**config.mk**
```make
export PLATFORM = sky130hd
export DESIGN_NAME = qracc_sram_arbiter
export DESIGN_NICKNAME = d
export VERILOG_FILES = /design/src/rtl/qracc_sram_arbiter.sv
export SDC_FILE = /design/constraint.sdc
export NUM_CORES = 1
export LEC_CHECK = 0
export ABC_CLOCK_PERIOD_IN_PS = 1750
export BUFFER_PORTS_ARGS = -buffer_cell sky130_fd_sc_hd__buf_2
export CORE_ASPECT_RATIO = 0.75
export CORE_MARGIN = 2
export CORE_UTILIZATION = 32
export DETAILED_ROUTE_END_ITERATION = 12
export GPL_ROUTABILITY_DRIVEN = 0
export GPL_TIMING_DRIVEN = 0
export HOLD_SLACK_MARGIN = 0.15
export PLACE_DENSITY = 0.7
export SLEW_MARGIN = 15
export SYNTH_ARGS = -nofsm -noshare
export SYNTH_HDL_FRONTEND = slang
export SYNTH_SLANG_ARGS = --single-unit
```
**constraint.sdc**
```tcl
create_clock -name clk -period 1.75 [get_ports clk]
set_input_delay 0.0875 -clock clk [delete_from_list [all_inputs] [get_ports clk]]
set_output_delay 0.0875 -clock clk [all_outputs]
set_load 0.005 [all_outputs]
```
**src/rtl/qracc_sram_arbiter.sv**
```systemverilog
// Two-requester round-robin arbiter in front of a single-port SRAM.
// One downstream transaction in flight at a time; read data is routed back to the owner.
module qracc_sram_arbiter #(
  parameter int numRows = 128,
  parameter int numCols = 32
) (
  input  logic                       clk,
  input  logic                       nrst,

  input  logic                       r0_rq_wr_i,
  input  logic                       r0_rq_valid_i,
  output logic                       r0_rq_ready_o,
  input  logic [numCols-1:0]         r0_wr_data_i,
  input  logic [$clog2(numRows)-1:0] r0_addr_i,
  output logic                       r0_rd_valid_o,
  output logic [numCols-1:0]         r0_rd_data_o,

  input  logic                       r1_rq_wr_i,
  input  logic                       r1_rq_valid_i,
  output logic                       r1_rq_ready_o,
  input  logic [numCols-1:0]         r1_wr_data_i,
  input  logic [$clog2(numRows)-1:0] r1_addr_i,
  output logic                       r1_rd_valid_o,
  output logic [numCols-1:0]         r1_rd_data_o,

  output logic                       sram_rq_wr_o,
  output logic                       sram_rq_valid_o,
  input  logic                       sram_rq_ready_i,
  output logic [numCols-1:0]         sram_wr_data_o,
  output logic [$clog2(numRows)-1:0] sram_addr_o,
  input  logic                       sram_rd_valid_i,
  input  logic [numCols-1:0]         sram_rd_data_i,

  output logic                       busy_o,
  output logic                       owner_o
);

  localparam int AW = $clog2(numRows);

  typedef enum logic [1:0] {
    IDLE    = 2'd0,
    REQ     = 2'd1,
    WAIT_RD = 2'd2
  } state_t;

  state_t               state_r;
  state_t               next_state_s;
  logic                 rr_ptr_r;
  logic                 owner_r;
  logic                 wr_r;
  logic [AW-1:0]        addr_r;
  logic [numCols-1:0]   data_r;
  logic                 r0_rd_valid_r;
  logic                 r1_rd_valid_r;
  logic [numCols-1:0]   r0_rd_data_r;
  logic [numCols-1:0]   r1_rd_data_r;

  logic                 grant_s;
  logic                 grant_idx_s;
  logic                 rd_done_s;
  logic                 sel_wr_s;
  logic [AW-1:0]        sel_addr_s;
  logic [numCols-1:0]   sel_data_s;

  // Next-state, grant selection and read-completion decode.
  always_comb begin
    next_state_s = state_r;
    grant_s      = 1'b0;
    grant_idx_s  = 1'b0;
    rd_done_s    = 1'b0;
    case (state_r)
      IDLE: begin
        if (r0_rq_valid_i && r1_rq_valid_i) begin
          grant_s     = 1'b1;
          grant_idx_s = rr_ptr_r;
        end else if (r0_rq_valid_i) begin
          grant_s     = 1'b1;
          grant_idx_s = 1'b0;
        end else if (r1_rq_valid_i) begin
          grant_s     = 1'b1;
          grant_idx_s = 1'b1;
        end else begin
          grant_s     = 1'b0;
          grant_idx_s = 1'b0;
        end
        if (grant_s) begin
          next_state_s = REQ;
        end else begin
          next_state_s = IDLE;
        end
      end
      REQ: begin
        if (sram_rq_ready_i) begin
          next_state_s = wr_r ? IDLE : WAIT_RD;
        end else begin
          next_state_s = REQ;
        end
      end
      WAIT_RD: begin
        if (sram_rd_valid_i) begin
          rd_done_s    = 1'b1;
          next_state_s = IDLE;
        end else begin
          next_state_s = WAIT_RD;
        end
      end
      default: begin
        next_state_s = IDLE;
      end
    endcase
  end

  // Payload of the granted requester.
  always_comb begin
    sel_wr_s   = 1'b0;
    sel_addr_s = {AW{1'b0}};
    sel_data_s = {numCols{1'b0}};
    if (grant_idx_s) begin
      sel_wr_s   = r1_rq_wr_i;
      sel_addr_s = r1_addr_i;
      sel_data_s = r1_wr_data_i;
    end else begin
      sel_wr_s   = r0_rq_wr_i;
      sel_addr_s = r0_addr_i;
      sel_data_s = r0_wr_data_i;
    end
  end

  // FSM state register.
  always_ff @(posedge clk or negedge nrst) begin
    if (!nrst) begin
      state_r <= IDLE;
    end else begin
      state_r <= next_state_s;
    end
  end

  // Captured request payload, owner and round-robin pointer, updated on grant.
  always_ff @(posedge clk or negedge nrst) begin
    if (!nrst) begin
      wr_r     <= 1'b0;
      addr_r   <= {AW{1'b0}};
      data_r   <= {numCols{1'b0}};
      owner_r  <= 1'b0;
      rr_ptr_r <= 1'b0;
    end else if (grant_s) begin
      wr_r     <= sel_wr_s;
      addr_r   <= sel_addr_s;
      data_r   <= sel_data_s;
      owner_r  <= grant_idx_s;
      rr_ptr_r <= ~grant_idx_s;
    end
  end

  // Read return: one-cycle pulse to the owner, data held until the next return.
  always_ff @(posedge clk or negedge nrst) begin
    if (!nrst) begin
      r0_rd_valid_r <= 1'b0;
      r1_rd_valid_r <= 1'b0;
      r0_rd_data_r  <= {numCols{1'b0}};
      r1_rd_data_r  <= {numCols{1'b0}};
    end else begin
      r0_rd_valid_r <= rd_done_s && !owner_r;
      r1_rd_valid_r <= rd_done_s &&  owner_r;
      if (rd_done_s && !owner_r) begin
        r0_rd_data_r <= sram_rd_data_i;
      end
      if (rd_done_s && owner_r) begin
        r1_rd_data_r <= sram_rd_data_i;
      end
    end
  end

  // Ready must be combinational so a lone requester is accepted in the same IDLE cycle.
  assign r0_rq_ready_o   = grant_s && !grant_idx_s;
  assign r1_rq_ready_o   = grant_s &&  grant_idx_s;

  assign sram_rq_valid_o = (state_r == REQ);
  assign sram_rq_wr_o    = wr_r;
  assign sram_addr_o     = addr_r;
  assign sram_wr_data_o  = data_r;

  assign r0_rd_valid_o   = r0_rd_valid_r;
  assign r1_rd_valid_o   = r1_rd_valid_r;
  assign r0_rd_data_o    = r0_rd_data_r;
  assign r1_rd_data_o    = r1_rd_data_r;

  assign busy_o          = (state_r != IDLE);
  assign owner_o         = owner_r;

endmodule

```
After elaboration in Yosys (flattened, before gate mapping)
Cells that the tools add are included.
{ "word_totals": {"regBits": 110, "latch_bits": 0, "mem_bits_rw": 0, "rom_bits": 0, "input_bits": 118, "output_inout_bits": 111, "wordCells": 40, "n_memories": 0} }
{ "classes": {"add_sub_neg": 0, "multipliers": 0, "div": 0, "magnitude_cmp": 0, "n_eq_ne": 2, "shift": 0, "n_mux": 18, "n_bitwise": 1, "reduce_logical": 9} }
{ "ops": {"columns": ["op", "n"], "rows": [
  ["32-bit 2-to-1 mux", 1],
  ["1-bit 2-to-1 mux", 12],
  ["7-bit 2-to-1 mux", 1],
  ["2-bit 2-to-1 mux", 3],
  ["2-bit one-hot mux with 3 select lines", 1],
  ["1-bit logical AND", 5],
  ["2-bit by 1-bit equality test with 1-bit output (second input constant)", 1],
  ["2-bit equality test (second input constant)", 1],
  ["1-bit zero test", 2],
  ["2-bit zero test", 1],
  ["2-bit nonzero test", 1],
  ["1-bit inverter", 1]
]} }

Depth between registers and ports, before layout
{ "depth": {"word_depth": 6, "ltp_mapped": 5, "ltp_nobuf": 3} }

Worst setup path after synthesis
OpenSTA, ideal clock, no wires.
{ "synth_path": {"kind": "flip-flop to flip-flop", "from": "reg state_r[0]", "to": "reg r0_rd_data_r[2] (netlist: r0_rd_data_o[2])", "setup_ns": 0.125, "arrival_time_ns": 1.420, "t_required_ns": 1.625, "slack_ns": 0.205, "stages_incl_launch_ff": 5, "path_buffers": 1, "period_less_slack_ns": 1.545, "path_cell_list": "dfrtp_1 -> nand2b_1 -> nor3b_4 -> buf_6 -> mux2_2"} }
{ "synth_between": {"elab_chain_cells": 3} }
{ "synth_rtl": {"columns": ["item", "line", "source"], "rows": [
  ["from (decl)", "46", "state_t state_r;"],
  ["from (signal assigned)", "134", "state_r <= next_state_s;"],
  ["2-bit equality test", "71", "case (state_r)"],
  ["1-bit 2-to-1 mux", "71", null],
  ["1-bit logical AND", "165", "if (rd_done_s && !owner_r) begin"],
  ["to (signal assigned)", "160", "r0_rd_data_r <= {numCols{1'b0}};"],
  ["to (signal assigned)", "166", "r0_rd_data_r <= sram_rd_data_i;"],
  ["to (decl)", "55", "logic [numCols-1:0] r0_rd_data_r;"]
]} }
No other way between the ends.
A chain may end at the register's enable or synchronous reset.

Worst setup path in the final report
{ "layout_path": {"from": "reg state_r[0]", "to": "out r1_rq_ready_o"} }
{ "layout_between": {"elab_chain_cells": 3, "elab_cells_between_ends": 4, "cone_classes": "mux: 2; reduce/logical: 2"} }
{ "layout_rtl": {"columns": ["item", "line", "source"], "rows": [
  ["2-bit zero test (*)", "71", null],
  ["1-bit 2-to-1 mux", "71", null],
  ["1-bit logical AND (*)", "176", "assign r1_rq_ready_o = grant_s && grant_idx_s;"],
  ["to (decl)", "20", "output logic r1_rq_ready_o,"]
]} }
Every way passes the cells marked *; elsewhere a longest branch is shown, timed or not.

==> results.json <==
{
  "status": "finished clean",
  "skew_ns": 0.007081,
  "drt_wl_total_um": 13770,
  "start_util_pct": 33.20,
  "p_total_uw": 10740,
  "die_x_um": 138.9,
  "p_sw_uw": 3440,
  "port_buffers": 228,
  "htreeDepth": 3,
  "rrSetupSlack_ns": 0.11,
  "grt_pass1_wl_um": 22180,
  "ys_warn_count": 0,
  "hold_viol_final": 0,
  "period_minus_slack_ns": 1.657,
  "hold_class": "input pin to asynchronous set/reset pin",
  "min_period_over_period_pct": 94.66,
  "combPwrFrac_pct": 39.1,
  "grt_antenna_before_repair": 0,
  "netlist_area_um2": 4367,
  "setup_viol": 0,
  "nFillCells": 1073,
  "drv_cap": 0,
  "leakage_uw": 0.003791,
  "ys_seq_area_share_pct": 63.04,
  "worstSetupEndpointType": "output pin",
  "synthCells": 295,
  "cts.sinks": 110,
  "design_area_um2": 7257,
  "postPlaceCellArea_um2": 5756,
  "r2r_start": "state_r[0]",
  "grt_use_met2_pct": 32.37,
  "path_max_fanout": 15,
  "finalNetCount": 769,
  "worst_setup_path_start_kind": "flop",
  "vias_per_cell": 4.894,
  "gr-usage-met3_pct": 6.279,
  "mostFrequentLayoutCells": "235 x buf_2, 115 x dlygate4sd3_1, 110 x dfrtp_1, 60 x mux2_2, 41 x and3_1",
  "final_common_cell": "buf_2",
  "syn_avg_cell_area_um2": 14.80,
  "placementRows": 36,
  "grt_usage_pct": 19.22,
  "tightest_slew_ns": 0.4896,
  "yosys_register_bits": 110,
  "use_met1_pct": 22.47,
  "irDropWorstVdd_mv": 0.7163,
  "hold_ws_ns": 0.2469,
  "r2r_end": "r0_rd_data_o[12]",
  "slew_headroom_pct": 67.36,
  "powerDensity_nw_per_um2": 1479,
  "cp_data_arrival_time_ns": 1.57,
  "max_freq_mhz": 603.6,
  "syn-num-nets": 413,
  "detail-route-antenna-nets": 0,
  "top_usage_layer": "met2",
  "grt_max_degree": 60,
  "rsz0062_at_grt": "yes",
  "clk_latency_ns": 0.35,
  "ys_types": 20,
  "area_growth_pct": 66.19,
  "cts_buffers": 9,
  "core_area_um2": 13150,
  "cp.required_ns": 1.66,
  "clkSlewWorstSetupHoldPaths_ns": 0.07,
  "dp_hpwl_um": 8980,
  "num_vias": 4047,
  "finalSetupTns_ns": 0,
  "first_pass_iters": 5,
  "drive_gt1_share_pct": 49.54,
  "root_buffer": "clkbuf_16",
  "critPathKind": "flop to output pin",
  "pwr-share-seq_pct": 41.4,
  "diodes": 0,
  "intPower_uw": 7296,
  "fp.dieArea_um2": 14610,
  "p_clk_share_pct": 19.5,
  "grt_remaining_overflow": 0,
  "cts_buffer_depth": 2,
  "grt_pass1_vias": 4393,
  "final-max-slew-violation-count": 0,
  "ff2ff_path_depth": 5,
  "cts_tree": "done",
  "drc": 0,
  "die_h_um": 105.2,
  "io_pins": 229,
  "drt_iter0_drc": 158,
  "routedWlPerCell_um": 16.65,
  "swShare_pct": 32.04
}
==> kinds of logic (layout without fill, tap and decap cells) <==
logic type             Yosys count  after routing  synth area share, %
AND/OR/NAND/NOR                 48             48                7.221
buffers and inverters           27            388                3.094
multiplexers                    64             64                16.50
AO/OA/AOI/OAI                   46             46                10.14
flip-flops                     110            110                63.04
==> power by group through the flow <==
stage	clock [µW]	sequential (µW)	combinational, µW
2_1_floorplan	0	4500	1900
3_3_place_gp	0	4370	3810
3_5_place_dp	0	4440	3940
4_1_cts	2170	4430	4150
5_1_grt	2270	4590	4570
6_report	2100	4440	4200
==> synthesized netlist by cell type <==
library cell	n	area (µm²)
buf_6	3	33.78
a2bb2oi_1	1	8.760
mux2_1	4	45.04
a21boi_1	1	7.510
mux2_2	60	675.7
nor3b_4	1	18.77
nand4b_1	1	8.760
and2_1	1	6.260
a21o_1	1	7.510
dfrtp_1	110	2753
inv_1	4	15.01
buf_2	9	45.04
o21ai_1	1	5.000
a221o_1	40	400.4
o32ai_1	1	8.760
o21ai_0	1	5.000
nor2_2	1	6.260
clkbuf_1	11	41.29
nand2b_1	3	18.77
and3_1	41	256.5
==> registers in the layout, summed over array words and instances (netlist names) <==
signal	flops
owner_o	1
r1_rd_data_o	32
rr_ptr_r	1
sram_addr_o	7
r1_rd_valid_o	1
r0_rd_valid_o	1
sram_rq_wr_o	1
state_r	2
r0_rd_data_o	32
sram_wr_data_o	32
==> metal layers <==
metal / share of wire, % / vias up / wire length, µm
li1: - / 1835 / -
met1: 40 / 1972 / 5559
met2: 50 / 205 / 6840
met3: 7.0 / 35 / 961
met4: 2.9 / 0 / 405
met5: 0 / - / 0
==> critical path, stage by stage (launching register included) <==
cell and delay (ns):
dfrtp_1 0.42, nor2_4 0.22, and3_1 0.18, clkbuf_4 0.24, buf_2 0.15
==> cell type report <==
type                       count  area, µm²  area share (%)
clock buffer                  11      242.7           3.345
inverter                       4      15.01          0.2069
clock inverter                 5      65.06          0.8966
tap                          171      214.0           2.948
multi-input combinational    158       1488           20.50
buffer                        22      126.4           1.741
sequential                   110       2753           37.93
timing repair buffer         346       2354           32.43
==> worst max path at each step <==
stage               startpoint                  to
finish              state_r[0]       r1_rq_ready_o
floorplan           state_r[0]     r0_rd_data_o[2]
CTS                 state_r[0]       r1_rq_ready_o
global route        state_r[0]  sram_wr_data_o[23]
detailed placement  state_r[0]   sram_wr_data_o[5]
global placement          nrst    r0_rd_data_o[24]
==> stage by stage <==
stage,utilization (%),worst slack (ns),instances
after detailed placement,43.76,-0.08672,695
final,55.18,0.09337,827
after floorplan,-,0.2051,295
after global routing,55.18,-0.0001628,827
after CTS,55.06,0.004344,826
after global placement,43.50,-0.5783,694
==> timing repair <==
| action | CTS | global route |
|---|---|---|
| setup buffers | 1 | 1 |
| hold buffers | 115 | 0 |
| gates resized for setup | 5 | 8 |
| endpoints found under the hold margin | 216 | 0 |
| pin swaps | 1 | 0 |
| setup endpoints to repair | 59 | 52 |
(Power assumes the default switching activity.)
